--- config.mk ---
export PLATFORM = sky130hd
export DESIGN_NAME = neuron_operand_loader
export DESIGN_NICKNAME = d
export VERILOG_FILES = /design/src/rtl/neuron_pkg.sv /design/src/rtl/operand_regfile.sv /design/src/rtl/neuron_operand_loader.sv
export SDC_FILE = /design/constraint.sdc
export NUM_CORES = 1
export LEC_CHECK = 0
export BUFFER_PORTS_ARGS = -buffer_cell sky130_fd_sc_hd__buf_4
export CORE_MARGIN = 2
export CORE_UTILIZATION = 40
export DETAILED_ROUTE_END_ITERATION = 12
export SYNTH_ARGS = -nofsm -noshare
export SYNTH_HDL_FRONTEND = slang
export SYNTH_HIERARCHICAL = 1
export SYNTH_SLANG_ARGS = --single-unit
--- constraint.sdc ---
create_clock -name clk -period 2.65 [get_ports clk]
set_clock_uncertainty 0.05 [all_clocks]
set_input_delay 0.265 -clock clk [delete_from_list [all_inputs] [get_ports clk]]
set_output_delay 0.265 -clock clk [all_outputs]
set_load 0.05 [all_outputs]
--- src/rtl/neuron_pkg.sv ---
// +------------------------------------------------------------------------+
// | Package     : neuron_pkg                                               |
// | Description : Shared defaults and loader state type for the neuron     |
// |               operand loader and its register file.                    |
// | Revision    : 1.0 - initial release                                    |
// +------------------------------------------------------------------------+
`default_nettype none

package neuron_pkg;

  localparam int N_DEF  = 10;  // operand pairs per frame
  localparam int DW_DEF = 8;   // operand width
  localparam int IDX_W  = 16;  // width of the neuron operand index

  typedef enum logic [1:0] {
    LOAD = 2'd0,
    FIRE = 2'd1,
    ARM  = 2'd2,
    WAIT = 2'd3
  } loader_state_t;

endpackage

`default_nettype wire

--- src/rtl/operand_regfile.sv ---
// +------------------------------------------------------------------------+
// | Module      : operand_regfile                                          |
// | Description : N-entry (input, weight) operand store. One write port,   |
// |               combinational read by index; out-of-range reads give 0.  |
// | Revision    : 1.0 - initial release                                    |
// +------------------------------------------------------------------------+
`default_nettype none

module operand_regfile
  import neuron_pkg::*;
#(
  parameter int N  = N_DEF,
  parameter int DW = DW_DEF
) (
  input  logic             clk,
  input  logic             rst,       // synchronous, active-low
  input  logic             we,
  input  logic [IDX_W-1:0] waddr,
  input  logic [DW-1:0]    wdata_in,
  input  logic [DW-1:0]    wdata_w,
  input  logic [IDX_W-1:0] raddr,
  output logic [DW-1:0]    rdata_in,
  output logic [DW-1:0]    rdata_w
);

  logic [N-1:0][DW-1:0] in_q, in_d;
  logic [N-1:0][DW-1:0] w_q,  w_d;

  // Next-state of the storage: only the addressed entry changes on a write.
  always_comb begin
    in_d = in_q;
    w_d  = w_q;
    for (int i = 0; i < N; i++) begin
      if (we && (waddr == IDX_W'(i))) begin
        in_d[i] = wdata_in;
        w_d[i]  = wdata_w;
      end
    end
  end

  // Storage flops; reset clears every entry so a discarded frame leaves zeros.
  always_ff @(posedge clk) begin
    if (!rst) begin
      in_q <= '0;
      w_q  <= '0;
    end else begin
      in_q <= in_d;
      w_q  <= w_d;
    end
  end

  // Index-addressed read; an index that matches no entry falls through to 0.
  always_comb begin
    rdata_in = '0;
    rdata_w  = '0;
    for (int i = 0; i < N; i++) begin
      if (raddr == IDX_W'(i)) begin
        rdata_in = in_q[i];
        rdata_w  = w_q[i];
      end
    end
  end

endmodule

`default_nettype wire

--- src/rtl/neuron_operand_loader.sv ---
// +------------------------------------------------------------------------+
// | Module      : neuron_operand_loader                                    |
// | Description : Loads one frame of (input, weight) pairs, fires the      |
// |               neuron, serves its operand reads and captures the result.|
// | Options     : LOADER_LAST_CHECK_EN - enable s_last framing check / err |
// | Revision    : 1.0 - initial release                                    |
// +------------------------------------------------------------------------+
`default_nettype none

module neuron_operand_loader
  import neuron_pkg::*;
#(
  parameter int N  = N_DEF,
  parameter int DW = DW_DEF
) (
  input  logic             clk,
  input  logic             rst,        // synchronous, active-low
  input  logic             s_valid,
  output logic             s_ready,
  input  logic [DW-1:0]    s_in,
  input  logic [DW-1:0]    s_w,
  input  logic             s_last,
  output logic             nrn_start,
  input  logic [IDX_W-1:0] nrn_idx,
  output logic [DW-1:0]    nrn_in,
  output logic [DW-1:0]    nrn_w,
  input  logic             nrn_ready,
  input  logic [15:0]      nrn_out,
  output logic [15:0]      res_data,
  output logic             res_valid,
  output logic             err
);

  loader_state_t    state_q, state_d;
  logic [IDX_W-1:0] wr_ptr_q, wr_ptr_d;
  logic [15:0]      res_data_q, res_data_d;
  logic             res_valid_q, res_valid_d;
  logic             err_q, err_d;

  logic hs;         // pair handshake this cycle
  logic last_ptr;   // write pointer sits on the final entry of the frame
  logic frame_err;  // accepted pair violates s_last framing
  logic we;

  // Handshake and start are pure state decodes, forced low while in reset.
  assign s_ready   = rst && (state_q == LOAD);
  assign nrn_start = rst && (state_q == FIRE);
  assign hs        = s_valid && s_ready;
  assign last_ptr  = (wr_ptr_q == IDX_W'(N - 1));

`ifdef LOADER_LAST_CHECK_EN
  assign frame_err = hs && (s_last != last_ptr);
`else
  logic unused_s_last;
  assign unused_s_last = s_last;
  assign frame_err     = 1'b0;
`endif

  // A pair that breaks framing is dropped rather than written.
  assign we = hs && !frame_err;

  // Loader control: frame fill, start pulse, stale-ready guard, result capture.
  always_comb begin
    state_d     = state_q;
    wr_ptr_d    = wr_ptr_q;
    res_data_d  = res_data_q;
    res_valid_d = 1'b0;
    err_d       = 1'b0;
    case (state_q)
      LOAD: begin
        if (hs) begin
          if (frame_err) begin
            err_d    = 1'b1;
            wr_ptr_d = '0;
          end else if (last_ptr) begin
            wr_ptr_d = '0;
            state_d  = FIRE;
          end else begin
            wr_ptr_d = wr_ptr_q + IDX_W'(1);
          end
        end
      end
      FIRE: state_d = ARM;
      // nrn_ready may still be high from the previous run; skip one cycle.
      ARM:  state_d = WAIT;
      WAIT: begin
        if (nrn_ready) begin
          res_data_d  = nrn_out;
          res_valid_d = 1'b1;
          state_d     = LOAD;
        end
      end
      default: state_d = LOAD;
    endcase
  end

  // Control and result registers.
  always_ff @(posedge clk) begin
    if (!rst) begin
      state_q     <= LOAD;
      wr_ptr_q    <= '0;
      res_data_q  <= '0;
      res_valid_q <= 1'b0;
      err_q       <= 1'b0;
    end else begin
      state_q     <= state_d;
      wr_ptr_q    <= wr_ptr_d;
      res_data_q  <= res_data_d;
      res_valid_q <= res_valid_d;
      err_q       <= err_d;
    end
  end

  assign res_data  = res_data_q;
  assign res_valid = res_valid_q;
  assign err       = err_q;

  operand_regfile #(
    .N  (N),
    .DW (DW)
  ) u_regfile (
    .clk      (clk),
    .rst      (rst),
    .we       (we),
    .waddr    (wr_ptr_q),
    .wdata_in (s_in),
    .wdata_w  (s_w),
    .raddr    (nrn_idx),
    .rdata_in (nrn_in),
    .rdata_w  (nrn_w)
  );

endmodule

`default_nettype wire

# --- After elaboration in Yosys (flattened, before gate mapping) ---
# Cells that the tools add are included.
totals:
  output_inout_bits: 36
  inputBits: 53
  regBits: 195
classes:
  add_sub_neg: 1
  reduce_logical: 20
  n_mux: 26
  n_eq_ne: 24
op_table:
  columns: ["cell", "n"]
  rows:
  - ["$mux 8", 20]
  - ["$eq 16x3->1 const B", 8]
  - ["$eq 16x2->1 const B", 4]
  - ["$eq 16x4->1 const B", 4]
  - ["$eq 16x1->1 const B", 2]
  - ["$logic_not 16->1", 2]
  - ["$add 16x1->16 const B", 1]
  - ["$mux 16", 1]
  - ["$logic_and 1x1->1", 13]
  - ["$pmux 2 s4", 1]
  - ["$mux 2", 3]
  - ["$reduce_and 2->1", 3]
  - ["$eq 2x2->1 const B", 2]
  - ["$ne 2x2->1 const B", 2]
  - ["$reduce_and 3->1", 1]
  - ["$eq 2x1->1 const B", 1]
  - ["$logic_not 2->1", 1]
  - ["$ne 2x1->1 const B", 1]
  - ["$mux 1", 1]

# --- Longest topological paths before layout ---
logic_depth:
  word_depth: 11
  mapped_depth: 12

# --- Cells and area by module ---
# The synthesis kept the hierarchy.
by_module_without_submodules:
  columns: ["mod", "instances", "area_each_um2", "cells_per_inst"]
  rows:
  - ["operand_regfile", 1, 7828.8, 870]
  - ["neuron_operand_loader", 1, 1625.3, 189]

# --- Least setup slack after synthesis ---
# Ideal clock, no wire load.
synth_timing:
  path_kind: "input port to output port"
  start: "in nrn_idx[15]"
  end: "out nrn_w[1]"
  cell_stages: 6
  required_time_ns: 2.335
  arrival_ns: 2.676
  slack_ns: -0.341
  path_cell_list: "or4_1 -> buf_6 -> nor3_4 -> buf_2 -> o211ai_1 -> o21ai_0"
synth_between:
  elab_chain_cells: 11
synth_rtl:
  columns: ["item", "line_no", "rtl"]
  rows:
  - ["from (decl)", "neuron_operand_loader.sv:24", "input logic [IDX_W-1:0] nrn_idx,"]
  - ["$logic_not 16->1", "operand_regfile.sv:57", "if (raddr == IDX_W'(i)) begin"]
  - ["$mux 8 (9 in series)", "operand_regfile.sv:57", null]
  - ["$mux 8 (*)", "operand_regfile.sv:57", null]
  - ["to (decl)", "neuron_operand_loader.sv:26", "output logic [DW-1:0] nrn_w,"]
# Mark *: on every way between the ends. The rest lies on a longest branch, timed or not.

# --- Worst setup path in the final report ---
layout_timing:
  start: "in nrn_idx[9]"
  end: "out nrn_w[6]"
# Same word-level chain as after synthesis.

==> Implementation_results.wiki <==
{| class="wikitable"
! Metric !! Value
|-
| Result of the run || completed
|-
| Count of pins over their slew limit || 0
|-
| Leakage Power || 0.00426 uW
|-
| Initial Util || 40.5%
|-
| Endpoint of the worst hold-timing path || res_data[4]
|-
| Depth of the most critical reg-to-reg path || 11
|-
| Hold crit path type || input port to flop
|-
| Pre-CTS setup slack || -31.9 ps
|-
| Die outline width || 158 um
|-
| Pre-Repair DR Iteration Count || 5
|-
| WL/cell || 18.5 um
|-
| Largest incremental delay on the critical path || 580 ps
|-
| Seq pwr share || 49.3%
|-
| Nature of the critical path endpoint || output pin
|-
| Worst Path Required || 2340 ps
|-
| Area of the core region || 0.0233 sq mm
|-
| Remaining Overflow, GRT || 0
|-
| Flops & latches, synth || 195
|-
| Commonest register cell after synthesis || sky130_fd_sc_hd__dfxtp_1
|-
| Most common library cell in the layout ignoring fill and taps || sky130_fd_sc_hd__dfxtp_1
|-
| Post-synthesis instance total || 1,059
|-
| Worst flop-to-flop path endpoint || u_regfile/w_q[53]
|-
| Number of placed I/O pins || 89
|-
| Count of nets after finishing || 1,199
|-
| Cell family with most CP delay || simple AND/OR/NAND/NOR gates
|-
| Type of the setup path with the least slack || input port to output pin
|-
| Measured slew at the worst slew-check pin || 718 ps
|-
| First-pass GRT wire length || 42,700 um
|-
| Number of unique standard cell types used by synthesis || 77
|-
| Syn Std Cell Area || 0.00945 sq mm
|-
| Maximum fanout encountered on the critical timing path || 7
|-
| Number of cells traversed by the worst hold path || 3
|-
| Root buf cell || sky130_fd_sc_hd__clkbuf_16
|-
| Highest attainable clock frequency || 0.386 GHz
|-
| Cell with the largest stage delay on the worst path || sky130_fd_sc_hd__or4_4
|-
| Category of the worst setup path launch point || input port
|-
| CTS sink cnt || 195
|-
| Register area share after synthesis || 41.3%
|-
| Most frequent cells in the layout || sky130_fd_sc_hd__dfxtp_1, sky130_fd_sc_hd__nand2_1, sky130_fd_sc_hd__buf_4
|-
| Number of placement rows || 56
|-
| Switch Pwr || 1510 uW
|-
| Count of maximum capacitance violations || 0
|-
| Number of diodes added for antenna fixing || 0
|-
| Final Wtd Congestion || 0.838
|-
| Share of final-layout standard cells stronger than drive strength 1 || 20.0%
|-
| Number of global-route vias before repair || 7,579
|-
| Part of the cycle the worst path needs || 97.7%
|-
| Final hold slack || 17.8 ps
|-
| Pin count of the biggest net entering global routing || 86
|-
| Areal power density over the cells || 535 mW/mm^2
|-
| Clock tree from TritonCTS || yes
|-
| Cell-by-cell trace of the critical path || buf_4 > or4_4 > buf_4 > nor4_4 > buf_4 > nand2_1 > a32oi_1 > a221o_1 > buf_4
|-
| Average via count per standard cell || 5.32
|-
| Arrival time at the worst endpoint || 2270 ps
|-
| Die area || 0.0249 sq mm
|-
| Most numerous cell on the critical path || sky130_fd_sc_hd__buf_4
|-
| Total global routing track utilization || 22.3%
|-
| Number of antenna violations at the first check in global routing || 0
|-
| Count of fill cells added during filler insertion || 2,263
|-
| First-iteration detailed-routing DRC count || 515
|-
| Period minus WS final || 2590 ps
|-
| Internal power summed over all cells || 4530 uW
|-
| Final setup slack of the worst path || 61.1 ps
|-
| RSZ-0062 raised after global routing || yes
|-
| Worst min-delay path startpoint || nrn_out[4]
|-
| Syn nets || 1,119
|-
| H-tree level count || 4
|-
| Worst R2R Start || state_q[0]
|-
| Clock-pin slew on the worst setup and hold paths || 80 ps
|-
| Setup slack of the worst register-to-register path || 170 ps
|-
| Placed wire-length estimate after detailed placement || 18,100 um
|-
| Mean cell area of the mapped netlist || 8.93 sq um
|-
| Relative area change from synthesis to final layout || 19.4%
|-
| Total number of yosys warnings || 6
|-
| Post-synth ARST share || 0%
|-
| Routed Antenna Nets || 0
|-
| Number of synthesized flops with an enable pin || 0
|-
| Worst path bufs/invs || 4
|-
| Remaining DRCs || 0
|-
| Relative contribution of the clock network to total power || 43.5%
|-
| Hold violation count in the final report || 0
|-
| Total chip power || 6040 uW
|-
| Worst-case headroom to the max-slew limit || 52.1%
|-
| Routed wire length || 27,200 um
|-
| Critical path depth in cells || 9
|-
| Post-layout util || 48.4%
|-
| Vias || 7,822
|-
| Number of buffers added on ports || 86
|-
| Fraction of power spent switching nets || 25.0%
|-
| TritonCTS buffer count || 17
|-
| Clock buffer depth || 2
|-
| Portion of total power attributed to combinational logic || 7.2%
|-
| IR drop worst, VDD || 0.000431 V
|-
| Vertical die dimension || 158 um
|-
| Clock latency of the later-clocked register in the worst-skew pair || 440 ps
|-
| Count of final setup violators || 0
|}
## per-stage QoR
stage	setup TNS [ps]	std cells	cell area, sq um
final	0	1471	11300
after global routing	-9.53	1471	11300
after CTS	0	1470	11300
after detailed placement	-92.1	1436	10600
after global placement	-13.7	1436	10600
after floorplan	0	1059	9520
## final cells by class
class | count | area (sq um) | share of cell area, %
sequential | 195 | 3900 | 34.6
tap | 319 | 399 | 3.53
clock buffer | 19 | 453 | 4.01
multi-input combinational | 768 | 5190 | 46.0
timing repair buffer | 147 | 1170 | 10.4
clock inverter | 13 | 138 | 1.22
inverter | 10 | 37.5 | 0.332
## how the worst max path moves through the flow
stage / start / endpoint / slack, ps
after floorplan: nrn_idx[15] / nrn_w[1] / 40
after global placement: nrn_idx[15] / nrn_w[7] / -9
after detailed placement: nrn_idx[15] / nrn_in[4] / -30
after CTS: state_q[0] / u_regfile/w_q[53] / 40
after global routing: nrn_idx[9] / nrn_w[7] / -9
final: nrn_idx[9] / nrn_w[6] / 60
## worst register-to-register path, delay by kind of cell, from the launching register on
kind                     cells  cell delay (ps)
buffers and inverters        4              630
AND/OR/NAND/NOR              5              990
adder cells (fa/ha/maj)      1              210
flip-flops                   1              350
AO/OA/AOI/OAI                1              180
## state kept, by name (all words and copies together) (netlist names)
signal and cells:
u_regfile/in_q 80, res_data 16, u_regfile/w_q 80, res_valid 1
state_q 2, wr_ptr_q 16
## what timing repair did
| action | in CTS | in global routing |
|---|---|---|
| resized for setup | 1 | 6 |
| cloned | 0 | 0 |
| buffers inserted | 0 | 1 |
| pin swaps | 0 | 1 |
| hold buffers | 2 | 0 |
| endpoints found under the hold margin | 2 | 0 |
| setup endpoints to repair | 4 | 119 |
## synth_stat cells (all sizes together), types with 3 or more instances
master	instances	area share, %
dfxtp	195	41
nand2	180	7.2
nor2b	114	7.5
mux2i	111	12
a21boi	64	5.1
clkbuf	61	2.4
a21oi	37	2.0
nor2	29	1.4
buf	25	1.8
nand3	20	1.1
o21ai	18	0.99
nor4	15	1.2
nor3	11	0.82
a22oi	10	0.79
inv	10	0.40
o211ai	10	0.79
a221oi	9	0.83
xnor2	9	0.83
a211oi	8	0.64
nand4	8	0.75
o22ai	8	0.53
or2	8	0.53
a222oi	7	0.74
ha	7	0.93
nand2b	7	0.46
and2	6	0.44
and4b	6	0.64
a221o	5	0.53
a31oi	5	0.33
and4	5	0.49
nand4b	5	0.46
a32oi	4	0.37
nor3b	4	0.32
xor2	4	0.37
and3	3	0.21
nor4b	3	0.41
o32ai	3	0.28
or4	3	0.32
## power by group through the flow
stage	clock, uW	combinational [uW]	sequential [uW]
5_1_grt	2800	468	2980
3_5_place_dp	0	431	3040
2_1_floorplan	0	263	3040
3_3_place_gp	0	429	3040
6_report	2630	436	2980
4_1_cts	2680	435	2980
## layer usage
layer  vias to the layer above  GRT usage, %  part of all wire (%)
met2                       216          37.4                    47
met5                         -             0                     0
li1                       3856             -                     -
met3                        25          4.49                   5.5
met1                      3725          29.5                    46
met4                         0          5.50                   1.5
## cell families (layout without fill, tap and decap cells)
group	after synthesis	after routing	share of synthesized area, %
AND/OR/NAND/NOR	435	435	25.1
AO/OA/AOI/OAI	201	201	15.1
adder cells (fa/ha/maj)	7	7	0.926
XOR/XNOR	13	13	1.20
multiplexers	111	111	11.8
other	1	1	0.0397
flip-flops	195	195	41.3
buffers and inverters	96	189	4.59
No activity file was read; power rests on OpenSTA's default activity.
